[src/rtl/imm_gen_if.sv]
// Valid/ready bus between the decode-side producer, the immediate generator
// and the execute/branch consumer. `master` is the side that feeds
// instructions and consumes results. `slave` is the imm_gen_pipe side.
interface imm_gen_if #(
  parameter int XLEN  = 32,
  parameter int ERR_W = 16
);
  logic              in_valid;
  logic              in_ready;
  logic [31:0]       instr;
  logic [2:0]        imm_src;
  logic [XLEN-1:0]   pc;
  logic              out_valid;
  logic              out_ready;
  logic [XLEN-1:0]   out_imm;
  logic [XLEN-1:0]   out_target;
  logic              out_err;
  logic [ERR_W-1:0]  err_cnt;

  modport master (
    output in_valid, instr, imm_src, pc, out_ready,
    input  in_ready, out_valid, out_imm, out_target, out_err, err_cnt
  );

  modport slave (
    input  in_valid, instr, imm_src, pc, out_ready,
    output in_ready, out_valid, out_imm, out_target, out_err, err_cnt
  );
endinterface

[src/rtl/imm_gen_pipe.sv]
// Two-stage RISC-V immediate generator with valid/ready flow control.
// Stage 1 holds the extracted and sign-extended immediate, the pc and an
// illegal-format flag. Stage 2 holds the immediate, pc+imm and the flag.
// Optional feature macro IMMGEN_ZIMM_EN makes imm_src=101 select the CSR zimm
// field. Without the macro, imm_src=101 is illegal.
module imm_gen_pipe #(
  parameter int XLEN  = 32,
  parameter int ERR_W = 16
) (
  input  logic       clk,
  input  logic       rst_n,
  imm_gen_if.slave   bus
);

  localparam logic [ERR_W-1:0] ERR_MAX = '1;

  logic [31:0]        instr;
  logic signed [31:0] dec_imm32;
  logic [XLEN-1:0]    dec_imm;
  logic               dec_err;
  logic               adv1, adv2;

  logic               s1_valid_q, s1_valid_d;
  logic [XLEN-1:0]    s1_imm_q,   s1_imm_d;
  logic [XLEN-1:0]    s1_pc_q,    s1_pc_d;
  logic               s1_err_q,   s1_err_d;
  logic               s2_valid_q, s2_valid_d;
  logic [XLEN-1:0]    s2_imm_q,   s2_imm_d;
  logic [XLEN-1:0]    s2_tgt_q,   s2_tgt_d;
  logic               s2_err_q,   s2_err_d;
  logic [ERR_W-1:0]   err_cnt_q,  err_cnt_d;

  assign instr = bus.instr;

  // Decode the immediate as a signed 32-bit value. Widening to XLEN then sign-extends from bit 31.
  always_comb begin
    // NOTE: every signal written here gets a default first, so no path can infer a latch.
    dec_imm32 = '0;
    dec_err   = 1'b0;
    case (bus.imm_src)
      3'b000: dec_imm32 = {{20{instr[31]}}, instr[31:20]};
      3'b001: dec_imm32 = {{20{instr[31]}}, instr[31:25], instr[11:7]};
      3'b010: dec_imm32 = {{19{instr[31]}}, instr[31], instr[7], instr[30:25],
                           instr[11:8], 1'b0};
      3'b011: dec_imm32 = {{11{instr[31]}}, instr[31], instr[19:12], instr[20],
                           instr[30:21], 1'b0};
      3'b100: dec_imm32 = {instr[31:12], 12'b0};
`ifdef IMMGEN_ZIMM_EN
      3'b101: dec_imm32 = {27'b0, instr[19:15]};
`endif
      default: dec_err  = 1'b1;
    endcase
  end

  assign dec_imm = XLEN'(dec_imm32);

  // A stage may move when the stage after it is empty or is moving this cycle.
  assign adv2 = !s2_valid_q || bus.out_ready;
  assign adv1 = !s1_valid_q || adv2;

  // Next-state for both stages and the error counter. Data registers only load on a real transfer.
  always_comb begin
    s1_valid_d = s1_valid_q;
    s1_imm_d   = s1_imm_q;
    s1_pc_d    = s1_pc_q;
    s1_err_d   = s1_err_q;
    s2_valid_d = s2_valid_q;
    s2_imm_d   = s2_imm_q;
    s2_tgt_d   = s2_tgt_q;
    s2_err_d   = s2_err_q;
    err_cnt_d  = err_cnt_q;

    if (adv1) begin
      s1_valid_d = bus.in_valid;
      if (bus.in_valid) begin
        s1_imm_d = dec_imm;
        s1_pc_d  = bus.pc;
        s1_err_d = dec_err;
      end
    end

    if (adv2) begin
      s2_valid_d = s1_valid_q;
      if (s1_valid_q) begin
        s2_imm_d = s1_imm_q;
        s2_tgt_d = s1_pc_q + s1_imm_q;
        s2_err_d = s1_err_q;
      end
    end

    if (s2_valid_q && bus.out_ready && s2_err_q && (err_cnt_q != ERR_MAX))
      err_cnt_d = err_cnt_q + ERR_W'(1);
  end

  // Pipeline and counter registers.
  always_ff @(posedge clk or negedge rst_n) begin
    // NOTE: the data registers are reset as well as the valid bits, so that out_imm/out_target read 0 after reset.
    if (!rst_n) begin
      s1_valid_q <= 1'b0;
      s1_imm_q   <= '0;
      s1_pc_q    <= '0;
      s1_err_q   <= 1'b0;
      s2_valid_q <= 1'b0;
      s2_imm_q   <= '0;
      s2_tgt_q   <= '0;
      s2_err_q   <= 1'b0;
      err_cnt_q  <= '0;
    end else begin
      // NOTE: state uses non-blocking assignments, so every flop samples values from before the edge.
      s1_valid_q <= s1_valid_d;
      s1_imm_q   <= s1_imm_d;
      s1_pc_q    <= s1_pc_d;
      s1_err_q   <= s1_err_d;
      s2_valid_q <= s2_valid_d;
      s2_imm_q   <= s2_imm_d;
      s2_tgt_q   <= s2_tgt_d;
      s2_err_q   <= s2_err_d;
      err_cnt_q  <= err_cnt_d;
    end
  end

  assign bus.in_ready   = adv1;
  assign bus.out_valid  = s2_valid_q;
  assign bus.out_imm    = s2_imm_q;
  assign bus.out_target = s2_tgt_q;
  assign bus.out_err    = s2_err_q;
  assign bus.err_cnt    = err_cnt_q;

endmodule

[src/flat_wrapper.sv]
// flat-port wrapper written by rule: the top's interface ports become plain ports
module imm_gen_pipe_flat 
#(
  parameter int XLEN  = 32,
  parameter int ERR_W = 16
)
  (clk, rst_n, bus_in_valid, bus_instr, bus_imm_src, bus_pc, bus_out_ready, bus_in_ready, bus_out_valid, bus_out_imm, bus_out_target, bus_out_err, bus_err_cnt);
  imm_gen_if #(.XLEN(XLEN), .ERR_W(ERR_W)) bus_i ();
  input  logic clk;
  input  logic rst_n;
  input wire logic [$bits(bus_i.in_valid)-1:0] bus_in_valid;
  input wire logic [$bits(bus_i.instr)-1:0] bus_instr;
  input wire logic [$bits(bus_i.imm_src)-1:0] bus_imm_src;
  input wire logic [$bits(bus_i.pc)-1:0] bus_pc;
  input wire logic [$bits(bus_i.out_ready)-1:0] bus_out_ready;
  output wire logic [$bits(bus_i.in_ready)-1:0] bus_in_ready;
  output wire logic [$bits(bus_i.out_valid)-1:0] bus_out_valid;
  output wire logic [$bits(bus_i.out_imm)-1:0] bus_out_imm;
  output wire logic [$bits(bus_i.out_target)-1:0] bus_out_target;
  output wire logic [$bits(bus_i.out_err)-1:0] bus_out_err;
  output wire logic [$bits(bus_i.err_cnt)-1:0] bus_err_cnt;
  assign bus_i.in_valid = bus_in_valid;
  assign bus_i.instr = bus_instr;
  assign bus_i.imm_src = bus_imm_src;
  assign bus_i.pc = bus_pc;
  assign bus_i.out_ready = bus_out_ready;
  assign bus_in_ready = bus_i.in_ready;
  assign bus_out_valid = bus_i.out_valid;
  assign bus_out_imm = bus_i.out_imm;
  assign bus_out_target = bus_i.out_target;
  assign bus_out_err = bus_i.out_err;
  assign bus_err_cnt = bus_i.err_cnt;
  imm_gen_pipe #(.XLEN(XLEN), .ERR_W(ERR_W)) u_core (.clk(clk), .rst_n(rst_n), .bus(bus_i));
endmodule
[config.mk]
export PLATFORM = sky130hd
export DESIGN_NAME = imm_gen_pipe_flat
export DESIGN_NICKNAME = d
export VERILOG_FILES = /design/src/rtl/imm_gen_if.sv /design/src/rtl/imm_gen_pipe.sv /design/src/flat_wrapper.sv
export SDC_FILE = /design/constraint.sdc
export NUM_CORES = 1
export LEC_CHECK = 0
export ABC_CLOCK_PERIOD_IN_PS = 2800
export BUFFER_PORTS_ARGS = -buffer_cell sky130_fd_sc_hd__buf_2
export CORE_MARGIN = 5
export CORE_UTILIZATION = 55
export DETAILED_ROUTE_END_ITERATION = 7
export GPL_TIMING_DRIVEN = 0
export PLACE_DENSITY = 0.82
export SLEW_MARGIN = 20
export SYNTH_ARGS = -nofsm -noshare
export SYNTH_HDL_FRONTEND = slang
export SYNTH_SLANG_ARGS = --single-unit
[constraint.sdc]
create_clock -name clk -period 2.8 [get_ports clk]
set_input_delay 0.14 -clock clk [delete_from_list [all_inputs] [get_ports clk]]
set_output_delay 0.14 -clock clk [all_outputs]
set_load 0.02 [all_outputs]
# Word-level counts from Yosys, hierarchy flattened
# Index checks and enable logic that the tools add are counted.
[totals]
output_inout_bits = 83
input_bits = 71
wordCells = 29
register_bits = 148
[op_classes]
n_mux = 2
n_reduce_logical = 11
n_eq_ne = 5
add_sub_neg = 2
[ops]
columns = ["operator", "n"]
rows = [
  ["$pmux 32 s5", 1],
  ["$add 32x32->32", 1],
  ["$add 16x1->16 const B", 1],
  ["$ne 16x16->1 const B", 1],
  ["$eq 3x2->1 const B", 2],
  ["$reduce_or 5->1", 1],
  ["$reduce_and 2->1", 2],
  ["$eq 3x1->1 const B", 1],
  ["$eq 3x3->1 const B", 1],
  ["$logic_and 1x1->1", 3],
  ["$logic_not 3->1", 1],
  ["$logic_not 1->1", 2],
  ["$logic_or 1x1->1", 2],
  ["$mux 1", 1],
]

# Longest topological paths before layout
[logic_depth]
word_depth = 4
ltp_mapped = 10
depth_no_buf = 10

# Least setup slack after synthesis
# OpenSTA, ideal clock, no wires.
[synth_path]
kind = "reg2reg"
startpoint = "register u_core.s1_pc_q[4]"
endpoint = "register u_core.s2_tgt_q[31] (netlist: u_core.bus.out_target[31])"
t_required_ns = 2.669
path_stages_with_launch = 10
t_arrival_ns = 2.382
path_buffers = 1
setup_ns = 0.131
slack_ns = 0.286
synth_period_minus_slack_ns = 2.514
cell_sequence = "dfrtp_1 -> ha_1 -> buf_6 -> nor2b_1 -> a311o_2 -> a2111oi_4 -> nor4_1 -> o21a_1 -> o21ai_1 -> or3b_1"
[synth_between]
elab_chain_cells = 1
[synth_rtl]
columns = ["element", "line_no", "rtl"]
rows = [
  ["start: declaration", "imm_gen_pipe.sv:25", "logic [XLEN-1:0] s1_pc_q, s1_pc_d;"],
  ["start signal: assignment", "imm_gen_pipe.sv:112", "s1_pc_q <= s1_pc_d;"],
  ["$add 32x32->32", "imm_gen_pipe.sv:86", "s2_tgt_d = s1_pc_q + s1_imm_q;"],
  ["end signal: assignment", "imm_gen_pipe.sv:116", "s2_tgt_q <= s2_tgt_d;"],
  ["end: declaration", "imm_gen_pipe.sv:29", "logic [XLEN-1:0] s2_tgt_q, s2_tgt_d;"],
]
# No other way between the ends.
# A chain may end at the register's enable or synchronous reset.

# Worst setup path in the final report
[layout_path]
startpoint = "register u_core.s1_imm_q[1]"
endpoint = "register u_core.s2_tgt_q[31] (netlist: u_core.bus.out_target[31])"
[layout_between]
elab_chain_cells = 1
[layout_rtl]
columns = ["element", "line_no", "rtl"]
rows = [
  ["start: declaration", "imm_gen_pipe.sv:24", "logic [XLEN-1:0] s1_imm_q, s1_imm_d;"],
  ["start signal: assignment", "imm_gen_pipe.sv:111", "s1_imm_q <= s1_imm_d;"],
  ["$add 32x32->32", "imm_gen_pipe.sv:86", ""],
]
# No other way between the ends.

==> qor.csv <==
metric,value,unit
adder-cell share of the synthesized area,5.613,%
cts bufs inserted,17,
post-synthesis mux area share,1.086,%
worst hold path type,in2reg,
met2 wire length,9918,microns
Synth Flop Type,dfrtp_1,
vias in the first global route,6813,
Clock Sinks,148,
Clock Skew,7.015,ps
max_slew headroom,52.59,%
clock root buffer,clkbuf_16,
PnR worst setup slack,-13.14,ps
min cycle time layout,2813,ps
DR top layer,met4,
R2R setup slack,-10,ps
fillcell total,964,
r2r endpoint,u_core.bus.out_target[31]$_DFFE_PN0P_,
Critical Path RT,3110,ps
I/O Buffers,145,
I/O pin count,154,
die area,16050,sq um
setup TNS,-13.14,ps
CTS tree,done,
Die X,126.7,microns
kind of critical path,reg2reg,
DR WL/cell,17.15,microns
DIE HEIGHT,126.7,microns
Post-Synthesis Cell Area,7490,sq um
Crit path largest cell delay,480,ps
initial DRC count,567,
"most common cell after layout, fill and taps aside",nand2_1,
"flops & latches, synth",148,
compound-gate portion of the synthesized area,14.47,%
RSZ-0062 raised after global routing,yes,
GPL Wtd Cong,0.9247,
Post-Synth Simple-Gate Area,21.88,%
H-tree levels,4,
CP startpoint,u_core.s1_imm_q[1]$_DFFE_PN0P_,
Reg2Reg Depth,9,
fin crit share,100.5,%
DR vias/cell,5.557,
CP arrival,3120,ps
Longest Clk Path Bufs,2,
Pwr Density,758.6,nW/um^2
max cap viols,0,
warnings from Yosys,0,
number of diodes,0,
LEAKAGE,4.898,nW
post-route ant nets,0,
core area,13300,sq um
status,"finished, violations left",
Netlist cell types,50,
Slew Limit Fails,0,
Max VDD drop,0.0004640,V
hold_ws,0.7450,ps
worst slew pin tran,711.1,ps
Area Growth Syn to Fin,28.43,%
Worst R2R Start,u_core.s1_imm_q[1]$_DFFE_PN0P_,
layout cells sized above 1,19.24,%
first drt pass iteration count,5,
grt ovf,0,
xor and xnor fraction of the mapped netlist area,4.795,%
synthesized netlist cell count,853,
CP Launch Type,flop,
Crit-path slowest cell,a2111oi_4,
met3 WL,1910,microns
Total GRT Usage,27.12,%
Critical Path Fanout Max,4,
DRC viols,0,
asr flop ratio synth,100.0,%
Post-Syn Nets,957,
Final Hold Fails,0,
largest family of logic cells by synthesized area,simple AND/OR/NAND/NOR gates,
Post-DP HPWL,15270,microns
Mean Syn Cell Area,8.780,sq um
Setup crit end,u_core.bus.out_target[31]$_DFFE_PN0P_,
initial antenna violation count,0,
via count,6957,
crit end category,flop,
Site Rows,42,
Final Setup Violations,1,
Max Clk Rate,355.5,MHz
most frequent cells in the layout,"296 x nand2_1, 147 x dfrtp_1, 144 x buf_2, 68 x o21ai_0, 54 x a21oi_1",
Starting Density,56.33,%
number of enable flip-flop cells after synthesis,0,
NumNets Final,1167,
CTS clock-pin slew for the worst setup and hold paths,60,ps
final WL,21470,microns
sequential fraction of the synthesis area,49.45,%
WL met1,9213,microns
global-route wire length before repair,34490,microns
failing checks,setup timing,
largest net degree at the start of global routing,82,
worst skew pair latency,430,ps
CP Cell Sequence,"ha_1, a21oi_1, nor2b_1, a311o_2, a2111oi_4, nor4_2, o21a_1, o21ai_1, or3b_1",
==> worst min-delay path by stage <==
stage             startpoint                                 end  slack (ps)  cells after the start
2_1_floorplan          rst_n   u_core.bus.err_cnt[0]$_DFFE_PN0P_        -160                      0
3_3_place_gp       bus_pc[1]       u_core.s1_pc_q[1]$_DFFE_PN0P_         330                      3
3_5_place_dp           rst_n  u_core.bus.err_cnt[15]$_DFFE_PN0P_         120                      1
4_1_cts        bus_instr[12]     u_core.s1_imm_q[12]$_DFFE_PN0P_         0.3                      3
5_1_grt        bus_instr[12]     u_core.s1_imm_q[12]$_DFFE_PN0P_          30                      3
6_report       bus_instr[12]     u_core.s1_imm_q[12]$_DFFE_PN0P_         0.7                      3
==> area by class of cell <==
type,instances,area [sq um],area share [%]
inverters,7,26.28,0.2732
repair buffers,193,1214,12.62
flip-flops and latches,148,3705,38.51
clock inverters,13,157.7,1.639
well taps,176,220.2,2.289
plain buffers,43,168.9,1.756
clock buffers,19,442.9,4.605
multi-input cells,653,3685,38.31
==> synth_stat cells (7+ instances only) <==
| cell type | instances | area [sq um] |
|---|---|---|
| a21o_1 | 15 | 112.6 |
| a21oi_1 | 54 | 270.3 |
| and3_1 | 9 | 56.30 |
| clkbuf_1 | 38 | 142.6 |
| dfrtp_1 | 148 | 3704 |
| ha_1 | 32 | 400.4 |
| inv_1 | 7 | 26.28 |
| mux2i_1 | 7 | 70.07 |
| nand2_1 | 296 | 1111 |
| nand2b_1 | 10 | 62.56 |
| nand3_1 | 9 | 45.04 |
| nand4_1 | 17 | 106.4 |
| nor2_1 | 19 | 71.32 |
| nor3_1 | 7 | 35.03 |
| o21a_1 | 8 | 60.06 |
| o21ai_0 | 71 | 355.3 |
| xnor2_1 | 26 | 227.7 |
| xor2_1 | 15 | 131.4 |
==> cells by family after synthesis <==
kind of cell	after synthesis
AO/OA/AOI/OAI	182
XOR/XNOR	41
adder cells (fa/ha/maj)	33
buffers and inverters	52
flip-flops	148
multiplexers	8
AND/OR/NAND/NOR	389
==> flip-flops by register name, summed over array words and instances, names as in the netlist, 16 cells and up <==
signal	flops
u_core.bus.err_cnt	16
u_core.bus.out_imm	32
u_core.bus.out_target	32
u_core.s1_imm_q	32
u_core.s1_pc_q	32
==> through the flow <==
stage          power (mW)  util [%]  cells  setup slack (ps)  cell area [sq um]
2_1_floorplan       4.121         -    853             286.3               7490
3_3_place_gp        4.805     63.45   1174            -457.8               8436
3_5_place_dp        4.867     63.73   1175            -132.9               8473
4_1_cts             7.228     71.40   1247             5.774               9493
5_1_grt             7.667     72.35   1252            -108.8               9619
6_report            7.297     72.35   1252            -13.14               9619
==> critical path: cells and delay by family, from the launching register on <==
kind                       cells  cell delay (ps)
DFF                            1              450
adders and majority gates      1              300
and+or+nand+nor                3              520
AOI/OAI and AO/OA              5             1410
==> where the power goes <==
group	switching [mW]	internal [mW]	total (mW)	leakage [nW]
registers	0.308	2.53	2.84	1.89
logic	1.35	0.788	2.14	2.72
clock network	0.903	1.42	2.32	0.285
==> per-layer routing <==
layer	up-vias	global-route usage [%]
met4	0	7.760
met1	3287	37.51
li1	3314	-
met2	319	42.71
met5	-	0
met3	37	6.852
==> what timing repair did <==
action / 4_1_cts / 5_1_grt
hold endpoints to repair: 105 / 0
pin swaps: 1 / 9
setup endpoints to repair: 3 / 7
hold buffers: 39 / 0
setup buffers: 1 / 7
gates resized for setup: 4 / 15
No activity file was read; power rests on OpenSTA's default activity.
